## config.mk

```make
export PLATFORM = sky130hd
export DESIGN_NAME = clint_unit
export DESIGN_NICKNAME = d
export VERILOG_FILES = /design/src/rtl/clint_unit.sv
export SDC_FILE = /design/constraint.sdc
export NUM_CORES = 1
export LEC_CHECK = 0
export CAP_MARGIN = 15
export CORE_AREA = 2 2 142 144
export DETAILED_ROUTE_END_ITERATION = 10
export DIE_AREA = 0 0 144 146
export PLACE_DENSITY = 0.86
export SETUP_SLACK_MARGIN = 0.3
export SYNTH_ARGS = -nofsm -noshare
export SYNTH_HDL_FRONTEND = slang
export SYNTH_SLANG_ARGS = --single-unit
```

## constraint.sdc

```tcl
create_clock -name clk -period 9.15 [get_ports clk]
set_input_delay 0.915 -clock clk [delete_from_list [all_inputs] [get_ports clk]]
set_output_delay 0.915 -clock clk [all_outputs]
set_load 0.01 [all_outputs]
```

## src/rtl/clint_unit.sv

```systemverilog
// Core-local interrupter: msip/mtimecmp/mtime registers behind a one-outstanding
// load/store port, plus raw timer, software and synchronised external pending lines.
module clint_unit #(
  parameter logic [31:0] BASE     = 32'h0200_0000,
  parameter int unsigned TICK_DIV = 1,
  parameter int unsigned SYNC_FF  = 2
) (
  input  logic        clk,
  input  logic        reset,
  input  logic        req_valid,
  output logic        req_ready,
  input  logic        req_write,
  input  logic [31:0] req_addr,
  input  logic [63:0] req_wdata,
  input  logic [7:0]  req_strobe,
  output logic        resp_valid,
  input  logic        resp_ready,
  output logic [63:0] resp_rdata,
  output logic        resp_err,
  input  logic        ext_irq,
  output logic        trint,
  output logic        swint,
  output logic        exint
);

  localparam logic [31:0] MSIP_ADDR     = BASE;
  localparam logic [31:0] MTIMECMP_ADDR = BASE + 32'h0000_4000;
  localparam logic [31:0] MTIME_ADDR    = BASE + 32'h0000_BFF8;
  localparam int unsigned PW = (TICK_DIV > 1) ? $clog2(TICK_DIV) : 1;
  localparam logic [PW-1:0] PRESCALE_MAX = PW'(TICK_DIV - 1);

  // Handshake: a request transfers on a cycle where req_valid & req_ready are both
  // high; a response transfers on resp_valid & resp_ready. Only one transaction is
  // ever outstanding, so req_ready is exactly the complement of resp_valid.
  typedef enum logic [0:0] {
    ST_IDLE = 1'b0,
    ST_RESP = 1'b1
  } state_e;

  state_e        state_q, state_d;
  logic          req_ready_q, req_ready_d;
  logic          resp_valid_q, resp_valid_d;
  logic [63:0]   resp_rdata_q, resp_rdata_d;
  logic          resp_err_q, resp_err_d;
  logic [63:0]   mtime_q, mtime_d;
  logic [63:0]   mtimecmp_q, mtimecmp_d;
  logic          msip_q, msip_d;
  logic [PW-1:0] prescale_q, prescale_d;
  logic          trint_q, trint_d;
  logic          swint_q, swint_d;
  logic [SYNC_FF-1:0] sync_q, sync_d;

  logic        accept;
  logic        aligned;
  logic        hit_msip;
  logic        hit_cmp;
  logic        hit_time;
  logic        addr_err;
  logic        reg_wr;
  logic        tick;
  logic [63:0] read_data;

  function automatic logic [63:0] merge_bytes(input logic [63:0] old_v,
                                              input logic [63:0] new_v,
                                              input logic [7:0]  strobe);
    logic [63:0] r;
    r = old_v;
    for (int b = 0; b < 8; b++) begin
      if (strobe[b]) r[8*b +: 8] = new_v[8*b +: 8];
    end
    return r;
  endfunction

  always_comb begin
    accept   = req_valid & req_ready_q;
    aligned  = (req_addr[2:0] == 3'b000);
    hit_msip = aligned & (req_addr == MSIP_ADDR);
    hit_cmp  = aligned & (req_addr == MTIMECMP_ADDR);
    hit_time = aligned & (req_addr == MTIME_ADDR);
    addr_err = ~(hit_msip | hit_cmp | hit_time);
    reg_wr   = accept & req_write & ~addr_err;
    tick     = (prescale_q == PRESCALE_MAX);

    read_data = 64'd0;
    if (hit_msip)      read_data = {63'd0, msip_q};
    else if (hit_cmp)  read_data = mtimecmp_q;
    else if (hit_time) read_data = mtime_q;
  end

  // Timer datapath; a store to mtime replaces the increment of a coincident tick.
  always_comb begin
    prescale_d = tick ? '0 : prescale_q + PW'(1);

    mtime_d = mtime_q;
    if (reg_wr && hit_time) mtime_d = merge_bytes(mtime_q, req_wdata, req_strobe);
    else if (tick)          mtime_d = mtime_q + 64'd1;

    mtimecmp_d = mtimecmp_q;
    if (reg_wr && hit_cmp) mtimecmp_d = merge_bytes(mtimecmp_q, req_wdata, req_strobe);

    msip_d = msip_q;
    if (reg_wr && hit_msip && req_strobe[0]) msip_d = req_wdata[0];

    trint_d = (mtime_d >= mtimecmp_d);
    swint_d = msip_d;
    sync_d  = {sync_q[SYNC_FF-2:0], ext_irq};
  end

  always_comb begin
    state_d      = state_q;
    req_ready_d  = req_ready_q;
    resp_valid_d = resp_valid_q;
    resp_rdata_d = resp_rdata_q;
    resp_err_d   = resp_err_q;
    case (state_q)
      ST_IDLE: begin
        if (accept) begin
          state_d      = ST_RESP;
          req_ready_d  = 1'b0;
          resp_valid_d = 1'b1;
          resp_rdata_d = (!req_write && !addr_err) ? read_data : 64'd0;
          resp_err_d   = addr_err;
        end
      end
      ST_RESP: begin
        if (resp_ready) begin
          state_d      = ST_IDLE;
          req_ready_d  = 1'b1;
          resp_valid_d = 1'b0;
        end
      end
      default: begin
        state_d      = ST_IDLE;
        req_ready_d  = 1'b1;
        resp_valid_d = 1'b0;
      end
    endcase
  end

  always_ff @(posedge clk) begin
    if (reset) begin
      state_q      <= ST_IDLE;
      req_ready_q  <= 1'b1;
      resp_valid_q <= 1'b0;
      resp_rdata_q <= 64'd0;
      resp_err_q   <= 1'b0;
      mtime_q      <= 64'd0;
      mtimecmp_q   <= '1;
      msip_q       <= 1'b0;
      prescale_q   <= '0;
      trint_q      <= 1'b0;
      swint_q      <= 1'b0;
      sync_q       <= '0;
    end else begin
      state_q      <= state_d;
      req_ready_q  <= req_ready_d;
      resp_valid_q <= resp_valid_d;
      resp_rdata_q <= resp_rdata_d;
      resp_err_q   <= resp_err_d;
      mtime_q      <= mtime_d;
      mtimecmp_q   <= mtimecmp_d;
      msip_q       <= msip_d;
      prescale_q   <= prescale_d;
      trint_q      <= trint_d;
      swint_q      <= swint_d;
      sync_q       <= sync_d;
    end
  end

  assign req_ready  = req_ready_q;
  assign resp_valid = resp_valid_q;
  assign resp_rdata = resp_rdata_q;
  assign resp_err   = resp_err_q;
  assign trint      = trint_q;
  assign swint      = swint_q;
  assign exint      = sync_q[SYNC_FF-1];

  a_one_outstanding: assert property (@(posedge clk) disable iff (reset)
    req_ready_q ^ resp_valid_q);

  a_resp_stable: assert property (@(posedge clk) disable iff (reset)
    (resp_valid_q && !resp_ready) |=>
      (resp_valid_q && $stable(resp_rdata_q) && $stable(resp_err_q)));

endmodule

```

Word level (Yosys, flattened, before mapping)
Cells that the tools add are included.
W data, S select, Z words.
Storage, ports and cells
  bits in registers: 201
  bits in latches: 0
  RAM bits: 0
  memory bits (read-only): 0
  input port bits: 110
  output and inout port bits: 70
  word-level logic and storage cells: 72
  memories: 0
Cells by class
  add/subtract/negate cells: 2
  multipliers: 0
  divide/modulo/power cells: 0
  order comparisons: 1
  equality and inequality tests: 5
  shift operators: 0
  mux-type cells: 32
  bitwise logic cells: 11
  reductions and logical operators: 10
Operators by type and width (count)
  $mux W64: 7
  $mux W8: 16
  $eq A32 B26 Y1 const B: 3
  $add A64 B1 Y64 const B: 1
  $ge A64 B64 Y1: 1
  $and A1 B1 Y1: 6
  $mux W1: 6
  $pmux W1 S2: 3
  $logic_and A1 B1 Y1: 5
  $ne A2 B2 Y1 const B: 2
  $reduce_and A2 Y1: 2
  $logic_not A3 Y1: 1
  $not A1 Y1: 3
  $or A1 B1 Y1: 2
  $reduce_or A2 Y1: 1
  $add A1 B1 Y1 const B: 1
  $logic_not A1 Y1: 1

Depth between registers and ports, before layout
Gate-level depths: netlist of the first run.
  depth in word-level cells: 8
  gate-level depth with buffers: 17
  mapped depth without buffers: 14

Worst setup path after synthesis of the first run
OpenSTA, ideal clock, no wires.
  path type: input to register
  start: input req_addr[17]
  end: register trint_q (netlist: trint)
  setup time: 133 ps
  arrival time: 4185 ps
  required time: 9017 ps
  slack: 4833 ps
  cell stages on the path: 14
  buffers on the path: 2
  path through: nor4b_1 -> nand3_1 -> nor4_1 -> clkbuf_1 -> and3_1 -> buf_2 -> mux2i_1 -> ha_1 -> a21oi_1 -> o21ai_0 -> a221oi_1 -> o2bb2ai_1 -> o41ai_1 -> o31ai_1
On the way
  cells in the longest elaborated chain, start to end: 8
  elaborated cells between the ends (all ways): 14
  those cells by class: order compare (1); eq/ne (3); mux (2); bitwise (6); reduce/logical (2)
Ends and longest elaborated chain
  start, declared: RTL line 13  | input logic [31:0] req_addr,
  $eq A32 B26 Y1, on equally long branches: RTL line 77, 78
  $and A1 B1 Y1, on equally long branches: RTL line 77, 78
  $or A1 B1 Y1 (2 in series): RTL line 80  | addr_err = ~(hit_msip | hit_cmp | hit_time);
  $and A1 B1 Y1: RTL line 81  | reg_wr = accept & req_write & ~addr_err;
  $logic_and A1 B1 Y1, on equally long branches: RTL line 95, 99
  $mux W64, on equally long branches: RTL line 95, 99
  $ge A64 B64 Y1 (*): RTL line 104  | trint_d = (mtime_d >= mtimecmp_d);
  end signal, assigned: RTL line 164  | trint_q <= trint_d;
  end, declared: RTL line 49  | logic trint_q, trint_d;
Every way passes the cells marked *; elsewhere a longest branch is shown, timed or not.
A chain may end at the register's enable or synchronous reset.

Final worst setup path of the first run
Ends and elaborated chain as after synthesis.

==> metrics.csv, run 1 <==
stage,metric,value,unit
drt,wl_per_cell,19.67,um
die,core_area,19330,sq um
sta,worstMarginPinSlew,1.235,ns
placed_design,place_ws,3.464,ns
yosys,seq_area_frac_synth,35.36,%
finish,regArea,4024,sq um
yosys,synth.distinct_cells,68,
worst_setup_path,r2r_slack,4.25,ns
yosys,syn_area,11380,sq um
drt,drt_drc_violations_left,0,
worst_setup_path,cp.arrival,5.66,ns
global_routing,grtUsageTotal,32.83,%
sta,hold_viol,0,
finish,layout-drive-gt1-share,4.756,%
sta,tns,0,ns
global_routing,grt_first_pass_wirelength,56320,um
cts,htreeDepth,1,
sta,fmax,0.1895,GHz
placed_design,dpl.hpwl,24440,um
cts,cts-hold-fix-buffers,0,
global_routing,grt_max_degree,76,
finish,syn2layout_area_growth,23.10,%
global_routing,antenna_found_initial,0,
placed_design,gp_congestion,0.9725,
yosys,synth_cells,1393,
finish,final_nets,1696,
cts,cts_buffer_depth,3,
power,powerDensity,135.5,nW/um^2
sta,fin_skew,0.01293,ns
die,dieArea,21020,sq um
drt,via_per_inst,6.534,
sta,slew_viol_final,0,
yosys,synth-main-ff-cell,dfxtp_1,
yosys,synthArstFlopShare,0,%
drt,via_count,11760,
yosys,yosysWarningCount,0,
yosys,ys_seq_elements,201,
job,drv_cap,0,
finish,multi_input_area,6985,sq um
sta,post-route-period-util,57.66,%
die,ioPinCount,180,
worst_setup_path,cp-start-kind,input pin,
global_routing,grt_pass1_vias,11230,
cts,cts_tree,yes,
worst_setup_path,crit_required,9.53,ns
worst_setup_path,critical_path.max_stage_delay,0.71,ns
drt,ant_nets,0,
sta,final-setup-viol-count,0,
finish,insertedDiodeCount,0,
cts,cts_buffers,22,
cts,cts_setup_buffers,0,
cts,clkTransAtPathRegs,0.06,ns
drt,wirelength,35410,um
worst_hold_path,hp-class,flip-flop to flip-flop,
sta,maxSlewHeadroom,17.06,%
sta,fin_crit,5.276,ns
worst_setup_path,crit_fanout,71,
worst_setup_path,critical_path_class,input pin to flip-flop,
yosys,synth-edff-count,0,
cts,clock-sinks,201,
yosys,avgSynthCellArea,8.170,sq um
cts,cts-root-buf,clkbuf_16,
worst_setup_path,crit_path_top_delay_cell,buf_4,
yosys,syn_nets,1568,
cts,cts_resized,0,
power,p_leak,4.998,nW
finish,final_util,72.46,%
outcome,status,completed,
sta,rsz0062_at_grt,no,
die,rows,51,
die,die_h,146,um
cts,clk_latency,0.51,ns
worst_setup_path,crit_path_end_kind,flip-flop,
worst_setup_path,crit_chain,clkdlybuf4s50_1 -> nor4b_1 -> nand3_1 -> nor4_2 -> buf_4 -> and3_1 -> mux2i_1 -> ha_1 -> a21oi_1 -> o21ai_0 -> a221oi_1 -> o2bb2ai_1 -> o41ai_1 -> o31ai_1,
die,initial_core_util,58.86,%
finish,fill_cells,1488,
drt,drt_iter0_markers,1206,
sta,fin_ws,3.874,ns
die,die_w,144,um
global_routing,grt_overflow,0,
power,vdd_drop_max,103.5,uV
placed_design,portBuffers,179,
drt,first_pass_iters,7,
[metal layers]
layer	wire length (um)	vias to the layer above	track usage [%]
met5	0	-	0
met4	1275	0	11.72
met3	2957	110	5.331
met2	16510	600	54.62
met1	14670	5563	42.90
li1	-	5489	-
[logic make-up after synthesis]
| kind of cell | after synthesis | share of synthesized area, % |
|---|---|---|
| buffers and inverters | 101 | 3.518 |
| adders and majority gates | 65 | 7.146 |
| other | 1 | 0.03295 |
| AOI/OAI and AO/OA | 357 | 22.20 |
| and+or+nand+nor | 595 | 25.27 |
| muxes | 73 | 6.475 |
| DFF | 201 | 35.36 |
[path summary, 6_finish.rpt]
path                               from                         end  cells past startpoint
max                        req_addr[17]            trint$_SDFF_PP0_                     14
max reg2reg       mtime_q[0]$_SDFF_PP0_            trint$_SDFF_PP0_                     13
min reg2reg  resp_rdata[0]$_SDFFE_PP0P_  resp_rdata[0]$_SDFFE_PP0P_                      2
min          resp_rdata[0]$_SDFFE_PP0P_  resp_rdata[0]$_SDFFE_PP0P_                      2
[worst max-delay path: cells and delay by family]
kind                     cells  cell delay [ns]
multiplexers                 1             0.33
AO/OA/AOI/OAI                6             1.41
AND/OR/NAND/NOR              4             1.56
adder cells (fa/ha/maj)      1             0.30
buffers and inverters        2             1.12
[cells in the mapped netlist (13+ instances only)]
cell	number	area share [%]
nand2_1	261	8.6
dfxtp_1	201	35
a21oi_1	76	3.3
clkbuf_1	76	2.5
nand3_1	70	3.1
mux2i_1	68	6.0
a21boi_0	66	4.4
a221oi_1	66	5.1
ha_1	65	7.1
nor2_1	62	2.0
nor3_1	43	1.9
o21ai_0	34	1.5
nand4_1	31	1.7
and3_1	22	1.2
a31oi_1	17	0.93
o22ai_1	17	0.93
and4_1	16	1.2
nor4_1	16	0.88
or3_1	14	0.77
inv_1	13	0.43
[power breakdown]
group          total, mW  internal, mW  switching [mW]
Sequential         0.881         0.878         0.00333
Clock              0.908         0.546           0.362
Combinational      0.108        0.0526          0.0556
[flip-flops by register name (all words and copies together) (netlist names)]
name / count
mtime_q: 64
mtimecmp_q: 64
resp_rdata: 64
sync_q: 2
prescale_q: 1
req_ready: 1
resp_err: 1
resp_valid: 1
state_q: 1
swint: 1
trint: 1
[cell usage in the layout, fill, tap and decap left out, types with 15 or more instances in the layout]
| cell | n |
|---|---|
| dfxtp_1 | 201 |
| a31oi_1 | 17 |
| nand4_1 | 31 |
| nand2_1 | 260 |
| a21boi_0 | 66 |
| nor3_1 | 42 |
| clkdlybuf4s50_1 | 178 |
| and3_1 | 22 |
| mux2i_1 | 68 |
| o22ai_1 | 17 |
| nor2_1 | 62 |
| nand3_1 | 70 |
| o21ai_0 | 34 |
| clkbuf_16 | 23 |
| a21oi_1 | 76 |
| ha_1 | 65 |
| a221oi_1 | 66 |
| and4_1 | 15 |
[stage by stage]
step	hold slack, ns	instances	power [mW]	area [sq um]
floorplan	0.4138	1393	0.9325	11380
global placement	0.4240	1762	1.006	13280
detailed placement	0.4547	1762	1.006	13280
CTS	0.4688	1800	1.899	14010
global route	0.4782	1800	1.941	14010
finish	0.4618	1800	1.898	14010
[area by class of cell]
cell class | count | area share (%)
Clock inverter | 7 | 0.6252
Tap cell | 265 | 2.367
Clock buffer | 31 | 4.608
Inverter | 13 | 0.3483
Sequential cell | 201 | 28.72
Timing Repair Buffer | 192 | 13.47
Multi-Input combinational cell | 1091 | 49.86
(Power assumes the default switching activity.)
==> inputs of run 2 (changes only) <==
Settings changed: CORE_AREA 2 2 142 144 to 2 2 156 158, DIE_AREA 0 0 144 146 to 0 0 158 160, PLACE_DENSITY 0.86 to 0.76.
Clock period 9.15 ns to 4.45 ns, I/O delays scaled along.
==> run 2 against run 1 <==
Against the previous run:
- via count grew 2.2%
- sequential power grew 110%
- register-to-register slack got worse by 3.7 ns
- final area rose by 6.1%
- largest cell class unchanged
- largest power group unchanged
==> metrics.csv, run 2 (synthesized netlist as in run 1, its figures left out) <==
stage,metric,value,unit
finish,final_common_cell,nand2_1,
worst_hold_path,worstHoldStart,reset,
sta,fin_skew,0.01117,ns
global_routing,grt_overflow,0,
global_routing,antenna_found_initial,2,
global_routing,grt_max_degree,96,
worst_setup_path,r2r_start,mtime_q[14]$_SDFF_PP0_,
worst_setup_path,startpoint,mtime_q[14]$_SDFF_PP0_,
sta,post-route-period-util,87.95,%
global_routing,grt_pass1_vias,11630,
power,p_sw,0.8984,mW
worst_setup_path,crit_path_top_delay_cell,or4_4,
worst_setup_path,critical_path.max_stage_delay,0.58,ns
sta,hold_viol,0,
die,dieArea,25280,sq um
drt,drt_drc_violations_left,0,
power,comb_power_share,5.9,%
global_routing,grtUsageTotal,29.83,%
drt,wirelength,38380,um
cts,clk_latency,0.52,ns
worst_setup_path,critical_path_class,flip-flop to flip-flop,
global_routing,grt_first_pass_wirelength,60800,um
sta,final-setup-viol-count,0,
cts,clkTransAtPathRegs,0.06,ns
worst_setup_path,r2r_slack,0.54,ns
sta,rsz0062_at_grt,no,
worst_setup_path,crit_required,4.84,ns
worst_hold_path,holdPathStages,2,
finish,final_nets,1784,
sta,fin_crit,3.914,ns
worst_hold_path,min_to,resp_rdata[34]$_SDFFE_PP0P_,
power,p_int,3.052,mW
sta,fin_ws,0.5362,ns
worst_setup_path,reg2reg_depth,13,
placed_design,place_ws,-0.03324,ns
power,p_leak,5.463,nW
worst_setup_path,reg2reg_to,trint$_SDFF_PP0_,
worst_setup_path,crit_family,simple AND/OR/NAND/NOR gates,
cts,cts_tree,yes,
finish,layout-drive-gt1-share,10.53,%
worst_setup_path,cp_num_buf_inv,1,
sta,fmax,0.2555,GHz
power,swShare,22.74,%
placed_design,portBuffers,179,
drt,first_pass_iters,7,
die,core_area,23820,sq um
power,vdd_drop_max,200.6,uV
placed_design,gp_congestion,0.9810,
die,ioPinCount,180,
drt,via_per_inst,6.167,
sta,slew_viol_final,0,
sta,maxSlewHeadroom,19.42,%
sta,tns,0,ns
placed_design,dpl.hpwl,27970,um
job,drv_cap,0,
worst_setup_path,cp-start-kind,flip-flop,
drt,ant_nets,0,
cts,cts_buffer_depth,3,
worst_setup_path,cp.arrival,4.30,ns
finish,final_cell_mix,"nand2_1 (260), dfxtp_1 (200), clkdlybuf4s50_1 (178), buf_4 (95), a21oi_1 (76)",
die,initial_core_util,47.78,%
sta,worstMarginPinSlew,1.209,ns
worst_setup_path,crit_chain,and4_2 -> nand3_4 -> or4_4 -> or4_4 -> or3_1 -> nand3_1 -> ha_1 -> nand3_1 -> nor3_2 -> buf_4 -> o2bb2ai_1 -> o41ai_1 -> o31ai_1,
finish,syn2layout_area_growth,30.61,%
cts,cts_buffers,23,
cts,clock-sinks,201,
power,powerDensity,265.7,nW/um^2
worst_hold_path,hp-class,input pin to flip-flop,
drt,drt_iter0_markers,966,
drt,via_count,12020,
worst_setup_path,crit_fanout,8,
cts,htreeDepth,1,
finish,fill_cells,2103,
die,die_h,160,um
die,die_w,158,um
outcome,status,completed,
power,p_clk_share,48.3,%
finish,final_util,62.40,%
die,rows,57,
drt,wl_per_cell,19.69,um
cts,cts-root-buf,clkbuf_16,
power,pwr-share-seq,45.9,%
worst_setup_path,crit_path_end_kind,flip-flop,
[run 2: changes by cell type in the layout (fill, tap and decap cells not counted), moves of 2 or more]
cell,previous run,this run
or4_1,12,7
buf_12,0,6
buf_4,14,95
nor3_2,1,3
or4_4,0,5
nor3_1,42,40
[run 2: stage by stage]
step / hold WS (ns) / area (sq um) / cells / power (mW)
floorplan: 0.4138 / 11380 / 1393 / 1.917
global placement: 0.4208 / 14060 / 1906 / 2.078
CTS: 0.3882 / 14810 / 1946 / 3.968
detailed placement: 0.4274 / 14060 / 1906 / 2.080
global route: 0.4163 / 14860 / 1948 / 4.052
finish: 0.4097 / 14860 / 1949 / 3.950
[run 2: final cells by class]
| class | count | area [sq um] | area share (%) |
|---|---|---|---|
| Antenna cell | 1 | 2.502 | 0.01683 |
| Clock buffer | 32 | 649.4 | 4.369 |
| Clock inverter | 8 | 101.3 | 0.6818 |
| Inverter | 13 | 48.80 | 0.3283 |
| Multi-Input combinational cell | 1091 | 7017 | 47.21 |
| Sequential cell | 201 | 4025 | 27.08 |
| Tap cell | 324 | 405.4 | 2.727 |
| Timing Repair Buffer | 279 | 2615 | 17.59 |
[run 2: metal layers]
layer | GRT usage (%) | part of all wire (%) | up-vias
li1 | - | - | 5659
met1 | 39.16 | 42 | 5708
met2 | 49.39 | 47 | 554
met3 | 4.803 | 7.8 | 98
met4 | 10.73 | 3.4 | 0
met5 | 0 | 0 | -
[run 2: worst max path at each step]
stage	endpoint	slack, ns	cells past startpoint
finish	trint$_SDFF_PP0_	0.54	13
floorplan	trint$_SDFF_PP0_	0.60	14
global placement	trint$_SDFF_PP0_	-0.004	17
CTS	trint$_SDFF_PP0_	0.34	13
detailed placement	trint$_SDFF_PP0_	-0.03	17
global route	trint$_SDFF_PP0_	0.26	13
[run 2: what timing repair did]
item | CTS | global route
gates resized for setup | 0 | 10
setup endpoints to repair | 0 | 1
hold buffers | 0 | 0
buffers inserted | 0 | 2
[run 2: power by group through the flow]
stage               registers, mW  logic (mW)  clock network [mW]
floorplan                    1.85      0.0658                   0
global placement             1.85       0.226                   0
detailed placement           1.85       0.228                   0
CTS                          1.81       0.229                1.93
global route                 1.81       0.242                2.00
finish                       1.81       0.231                1.91
